**config.mk**
```make
export PLATFORM = sky130hd
export DESIGN_NAME = ssd_scan_driver
export DESIGN_NICKNAME = d
export VERILOG_FILES = /design/src/rtl/calc_disp_pkg.sv /design/src/rtl/ssd_slot_timer.sv /design/src/rtl/ssd_scan_driver.sv
export SDC_FILE = /design/constraint.sdc
export NUM_CORES = 1
export LEC_CHECK = 0
export CAP_MARGIN = 20
export CELL_PAD_IN_SITES_DETAIL_PLACEMENT = 1
export CELL_PAD_IN_SITES_GLOBAL_PLACEMENT = 1
export CORE_MARGIN = 4
export CORE_UTILIZATION = 35
export DETAILED_ROUTE_END_ITERATION = 8
export PLACE_DENSITY_LB_ADDON = 0.1
export RECOVER_POWER = 50
export SLEW_MARGIN = 10
export SYNTH_ARGS = -nofsm -noshare
export SYNTH_HDL_FRONTEND = slang
export SYNTH_SLANG_ARGS = --single-unit
```
**constraint.sdc**
```tcl
create_clock -name clk -period 6.25 [get_ports clk]
set_input_delay 0.9375 -clock clk [delete_from_list [all_inputs] [get_ports clk]]
set_output_delay 0.9375 -clock clk [all_outputs]
set_load 0.1 [all_outputs]
```
**src/rtl/calc_disp_pkg.sv**
```systemverilog
// Shared seven-segment glyph constants and scan FSM state type.
// The calculator core uses the same glyphs, so keep them in step with it.
package calc_disp_pkg;

    localparam logic [7:0] SEG_BLANK = 8'hFF;
    localparam logic [7:0] SEG_MINUS = 8'hFD;
    localparam logic [7:0] SEG_E     = 8'h61;
    localparam logic [7:0] SEG_R     = 8'hF5;

    typedef enum logic {
        BLANK = 1'b0,
        DRIVE = 1'b1
    } scan_state_t;

    // "Err" spelled across digits 3..1, digit 0 left dark.
    function automatic logic [7:0] err_glyph(input logic [1:0] idx);
        logic [7:0] g;
        case (idx)
            2'd3:    g = SEG_E;
            2'd2:    g = SEG_R;
            2'd1:    g = SEG_R;
            default: g = SEG_BLANK;
        endcase
        return g;
    endfunction

endpackage

```
**src/rtl/ssd_slot_timer.sv**
```systemverilog
// Per-digit slot timer: a prescaler that splits each slot into a blank phase
// followed by a drive phase. Control outputs describe the *next* cycle.
module ssd_slot_timer
    import calc_disp_pkg::*;
#(
    parameter int TICKS_PER_DIGIT = 50000,
    parameter int BLANK_TICKS     = 500
) (
    input  logic clk,
    input  logic rst,
    output logic drive_next,
    output logic slot_load,
    output logic end_of_slot
);

    localparam int PW = (TICKS_PER_DIGIT > 1) ? $clog2(TICKS_PER_DIGIT) : 1;
    localparam logic [PW-1:0] LAST = PW'(TICKS_PER_DIGIT - 1);

    logic [PW-1:0] presc_reg;
    logic [PW-1:0] presc_next;
    scan_state_t   state_reg;
    scan_state_t   state_next;
    logic          in_blank;

    generate
        if (BLANK_TICKS > 0) begin : g_blank
            assign in_blank = (presc_next < PW'(BLANK_TICKS));
        end else begin : g_no_blank
            assign in_blank = 1'b0;
        end
    endgenerate

    always_ff @(posedge clk or negedge rst) begin
        if (!rst) begin
            presc_reg <= '0;
            state_reg <= BLANK;
        end else begin
            presc_reg <= presc_next;
            state_reg <= state_next;
        end
    end

    always_comb begin
        presc_next  = (presc_reg == LAST) ? '0 : presc_reg + 1'b1;
        state_next  = in_blank ? BLANK : DRIVE;
        end_of_slot = (presc_next == '0);
        drive_next  = (state_next == DRIVE);
        // With no blanking, DRIVE follows DRIVE, so a new slot must reload too.
        slot_load   = drive_next && ((state_reg == BLANK) || end_of_slot);
    end

endmodule

```
**src/rtl/ssd_scan_driver.sv**
```systemverilog
// Four-digit multiplexed seven-segment driver with inter-digit blanking.
// The segment pattern for a slot is captured once when it starts driving.
module ssd_scan_driver
    import calc_disp_pkg::*;
#(
    parameter int TICKS_PER_DIGIT = 50000,
    parameter int BLANK_TICKS     = 500
) (
    input  logic        clk,
    input  logic        rst,
    input  logic        mode,
    input  logic        error,
    input  logic        neg,
    input  logic [1:0]  sign_pos,
    input  logic [31:0] bank_a,
    input  logic [31:0] bank_b,
    output logic [3:0]  an,
    output logic [7:0]  seg,
    output logic [1:0]  digit_idx,
    output logic        frame_strobe
);

    logic drive_next;
    logic slot_load;
    logic end_of_slot;

    ssd_slot_timer #(
        .TICKS_PER_DIGIT (TICKS_PER_DIGIT),
        .BLANK_TICKS     (BLANK_TICKS)
    ) u_timer (
        .clk         (clk),
        .rst         (rst),
        .drive_next  (drive_next),
        .slot_load   (slot_load),
        .end_of_slot (end_of_slot)
    );

    logic [3:0][7:0] glyph;

    generate
        for (genvar gi = 0; gi < 4; gi++) begin : g_digit
            assign glyph[gi] = mode                            ? bank_a[8*gi +: 8] :
                               error                           ? err_glyph(2'(gi)) :
                               (neg && (sign_pos == 2'(gi)))   ? SEG_MINUS :
                                                                 bank_b[8*gi +: 8];
        end
    endgenerate

    logic [1:0] digit_reg, digit_next;
    logic [3:0] an_reg, an_next;
    logic [7:0] seg_reg, seg_next;
    logic       strobe_reg, strobe_next;

    always_comb begin
        digit_next  = digit_reg;
        strobe_next = 1'b0;
        an_next     = 4'hF;
        seg_next    = SEG_BLANK;
        if (end_of_slot) begin
            digit_next  = digit_reg + 2'd1;
            strobe_next = (digit_reg == 2'd3);
        end
        if (drive_next) begin
            if (slot_load) begin
                an_next  = ~(4'b0001 << digit_next);
                seg_next = glyph[digit_next];
            end else begin
                an_next  = an_reg;
                seg_next = seg_reg;
            end
        end
    end

    always_ff @(posedge clk or negedge rst) begin
        if (!rst) begin
            digit_reg  <= 2'd0;
            an_reg     <= 4'hF;
            seg_reg    <= SEG_BLANK;
            strobe_reg <= 1'b0;
        end else begin
            digit_reg  <= digit_next;
            an_reg     <= an_next;
            seg_reg    <= seg_next;
            strobe_reg <= strobe_next;
        end
    end

    assign an           = an_reg;
    assign seg          = seg_reg;
    assign digit_idx    = digit_reg;
    assign frame_strobe = strobe_reg;

endmodule

```
==> summary.md <==
| Metric | Value |
|---|---|
| Initial antenna violation count | 0 |
| CP cell instances | ha_1 > nand3_1 > or4_1 > a31o_1 > a2111o_1 > a211oi_4 > buf_8 > o21ai_1 > o32a_1 |
| Max Slew Vio Count | 33 |
| CTS clk-pin slew, worst paths | 0.07 ns |
| Worst Path Required | 6.46 ns |
| TritonCTS Buffers | 5 |
| Worst hold path class | register to register |
| Max frequency | 286 MHz |
| Area grow syn2layout | 40.5% |
| H-tree Lvls | 2 |
| Place WS | 2.44 ns |
| Placer Congestion | 0.864 |
| #FFs+latches synth | 32 |
| Post-CTS Hold Buffers | 0 |
| Violation count after the first detailed-route iteration | 127 |
| Final Core Density | 50.3% |
| DP Cell Count | 434 |
| Startpoint Class | register |
| Grt met3 use | 3.98% |
| Max Cap Viol | 1 |
| Syn_nets | 358 |
| GRT Util Overall | 19.9% |
| Slew HR | -15.9% |
| Die ar. | 0.00830 mm2 |
| Largest net degree at the start of global routing | 34 |
| Drt total wl | 8310 um |
| Fin Clk Skew | 0.00529 ns |
| Final net count | 436 |
| Failing checks | max-capacitance violations, max-slew violations |
| Max reg flops | 16 |
| Asr flop ratio synth | 100% |
| Clk sink count | 32 |
| # fillers | 812 |
| Pre-Repair DR Iteration Count | 4 |
| Final hold viol count | 0 |
| Synth cell types | 56 |
| CTS tree | yes |
| Worst path bufs/invs | 1 |
| Fin crit share | 56.0% |
| Initial Util | 35.8% |
| Reg2reg end | seg[1]$_DFFE_PN1P_ |
| Critical Path Stages | 9 |
| Clk_lat worst skew | 0.29 ns |
| Post-synth EDFFs | 0 |
| CP startpoint | u_timer.presc_reg[0]$_DFF_PN0_ |
| Met1 usage | 27.5% |
| DIE WIDTH | 91.1 um |
| FP Rows | 30 |
| VDD IR-drop max | 0.0957 mV |
| Global route overflow | 0 |
| RSZ-0062 raised after global routing | no |
| Status | complete, but fails checks |
| Register area share after synthesis | 33.7% |
| Final ANT Viol Nets | 0 |
| Worst-case clock buffer depth | 2 |
| Slowest cell on the critical path | or4_1 |
| Met2 Track Usage GR | 31.6% |
| Via count | 2,549 |
| Final Non-Filler Cells | 443 |
| HPWL after DPL | 6530 um |
| CP endpoint | seg[1]$_DFFE_PN1P_ |
| Setup Crit Path Kind | register to register |
| CP max FO | 16 |
| Fin worst setup slack | 2.75 ns |
| N_diodes | 0 |
| Worst Reg2Reg Path Length in Cells | 9 |
| Setup repair bufs after CTS | 0 |
| RR Startpoint | u_timer.presc_reg[0]$_DFF_PN0_ |
| Mapped Area | 0.00242 mm2 |
| GR peak layer | met2 |
| Critical Path AT | 3.71 ns |
| # DRC | 0 |
| Setup-failing EPs final | 0 |
| Slowest Stage Delay on Critical Path | 0.56 ns |
| CTS root buf | clkbuf_8 |
| Core area | 0.00676 mm2 |
| Synth Instances | 284 |
| Crit path max-delay family | compound AO/OA/AOI/OAI gates |
| Static leakage | 1.30 nW |
| Die Height | 91.1 um |
| First-pass GRT wire length | 13,200 um |
| Vias in the first global route | 2,528 |
| Vias/cell | 5.75 |
| Main flop type after synthesis | dfrtp_1 |
| PwrDens | 133 mW/mm2 |
| Wire per inst | 18.8 um |
| Top Ports | 86 |
| Post-CTS sizing | 0 |
| IO buf count | 85 |
| Yosys Warn Count | 0 |
| Post-Route Setup TNS | 0 ns |
| Worst-Margin Slew | 1.74 ns |
| CP Capture Type | register |
| Reg2reg setup slack | 2.75 ns |
| Syn Area/Cell | 8.51 um2 |
| Minimum clock period after layout | 3.50 ns |
| Worst Hold Depth | 1 |
| Share of post-route cells with drive strength above 1 | 10.2% |
metal layers:
layer	wire length, um	up-vias
li1	-	1223
met1	3940	1257
met2	3900	63
met3	384	6
met4	89	0
met5	0	-
cells by family (layout without fill, tap and decap cells):
group / count (synthesis) / after routing / share of synthesized area, %
flops: 32 / 32 / 33.7
xor+xnor: 13 / 13 / 4.71
buf+inv: 28 / 107 / 4.50
compound gates: 91 / 91 / 26.4
simple gates: 104 / 104 / 22.4
fa+ha+maj: 3 / 3 / 1.55
mux: 13 / 13 / 6.68
worst reg2reg max path: stages (launching register included):
cell	delay [ns]
dfrtp_1	0.42
ha_1	0.23
nand3_1	0.17
or4_1	0.56
a31o_1	0.19
a2111o_1	0.44
a211oi_4	0.55
buf_8	0.23
o21ai_1	0.18
o32a_1	0.44
layout make-up:
| type | count | area, um2 | share of cell area [%] |
|---|---|---|---|
| flip-flops and latches | 32 | 816 | 24.0 |
| well taps | 80 | 100 | 2.95 |
| clock inverters | 1 | 5.00 | 0.147 |
| clock buffers | 7 | 76.3 | 2.25 |
| repair buffers | 88 | 877 | 25.8 |
| inverters | 11 | 41.3 | 1.22 |
| multi-input cells | 224 | 1480 | 43.6 |
worst min path at each step:
stage                                        start                             end
floorplan           u_timer.presc_reg[0]$_DFF_PN0_  u_timer.presc_reg[0]$_DFF_PN0_
global placement                seg[4]$_DFFE_PN1P_              seg[4]$_DFFE_PN1P_
detailed placement              seg[4]$_DFFE_PN1P_              seg[4]$_DFFE_PN1P_
CTS                             seg[4]$_DFFE_PN1P_              seg[4]$_DFFE_PN1P_
global route                    seg[0]$_DFFE_PN1P_              seg[0]$_DFFE_PN1P_
finish                          seg[4]$_DFFE_PN1P_              seg[4]$_DFFE_PN1P_
cell usage after synthesis (all sizes together) (2+ instances only):
cell type  count  area, um2
o21a           3       22.5
o31ai          3       22.5
nor3b          2       15.0
nand3          9       50.1
o21ai         13       65.1
mux4           2       45.0
ha             3       37.5
or3b           3       26.3
a31o           2       17.5
mux2i          6       60.1
buf            5       22.5
inv           11       41.3
a211oi         4       42.5
a22oi          3       22.5
o22ai         19        119
o221ai         3       26.3
clkbuf        12       45.0
dfrtp         20        500
xnor2          6       52.6
nand2         25       93.8
and3           6       37.5
and2           3       18.8
a31oi          3       18.8
mux2           5       56.3
xor2           7       61.3
o32a           7       70.1
nand2b         5       31.3
nor4           3       31.3
nor2          28        105
nand4          3       18.8
dfstp         12        315
nor3           8       40.0
o31a           2       17.5
or4            2       15.0
o221a          2       22.5
o22a           4       35.0
a21oi         18       90.1
layout by cell type (no fill, tap or decap), drive strengths merged, types with 4 or more instances in the layout:
cell | Yosys | final
nor3 | 8 | 8
mux2i | 6 | 6
nand2 | 25 | 25
and3 | 6 | 6
o21ai | 13 | 13
mux2 | 5 | 5
a211oi | 4 | 4
o22a | 4 | 4
nor2 | 28 | 28
o32a | 7 | 7
dfstp | 12 | 12
nand3 | 9 | 9
clkdlybuf4s50 | 0 | 84
nand2b | 5 | 5
a21oi | 18 | 18
dfrtp | 20 | 20
inv | 11 | 11
clkbuf | 12 | 8
xor2 | 7 | 7
o22ai | 19 | 19
xnor2 | 6 | 6
stage by stage:
step           cell area, um2  total power, W  hold WS, ns
6_report                 3400        0.000451        0.516
5_1_grt                  3400        0.000470        0.535
4_1_cts                  3400        0.000456        0.516
3_5_place_dp             3320        0.000300        0.506
3_3_place_gp             3320        0.000298        0.503
2_1_floorplan            2420        0.000241        0.498
report_power, final:
group	switching, W	internal [W]
Sequential	0	0.000207
Clock	0.0000783	0.0000781
Combinational	0.0000341	0.0000534
Total	0.000112	0.000339
No activity file was read; power rests on OpenSTA's default activity.
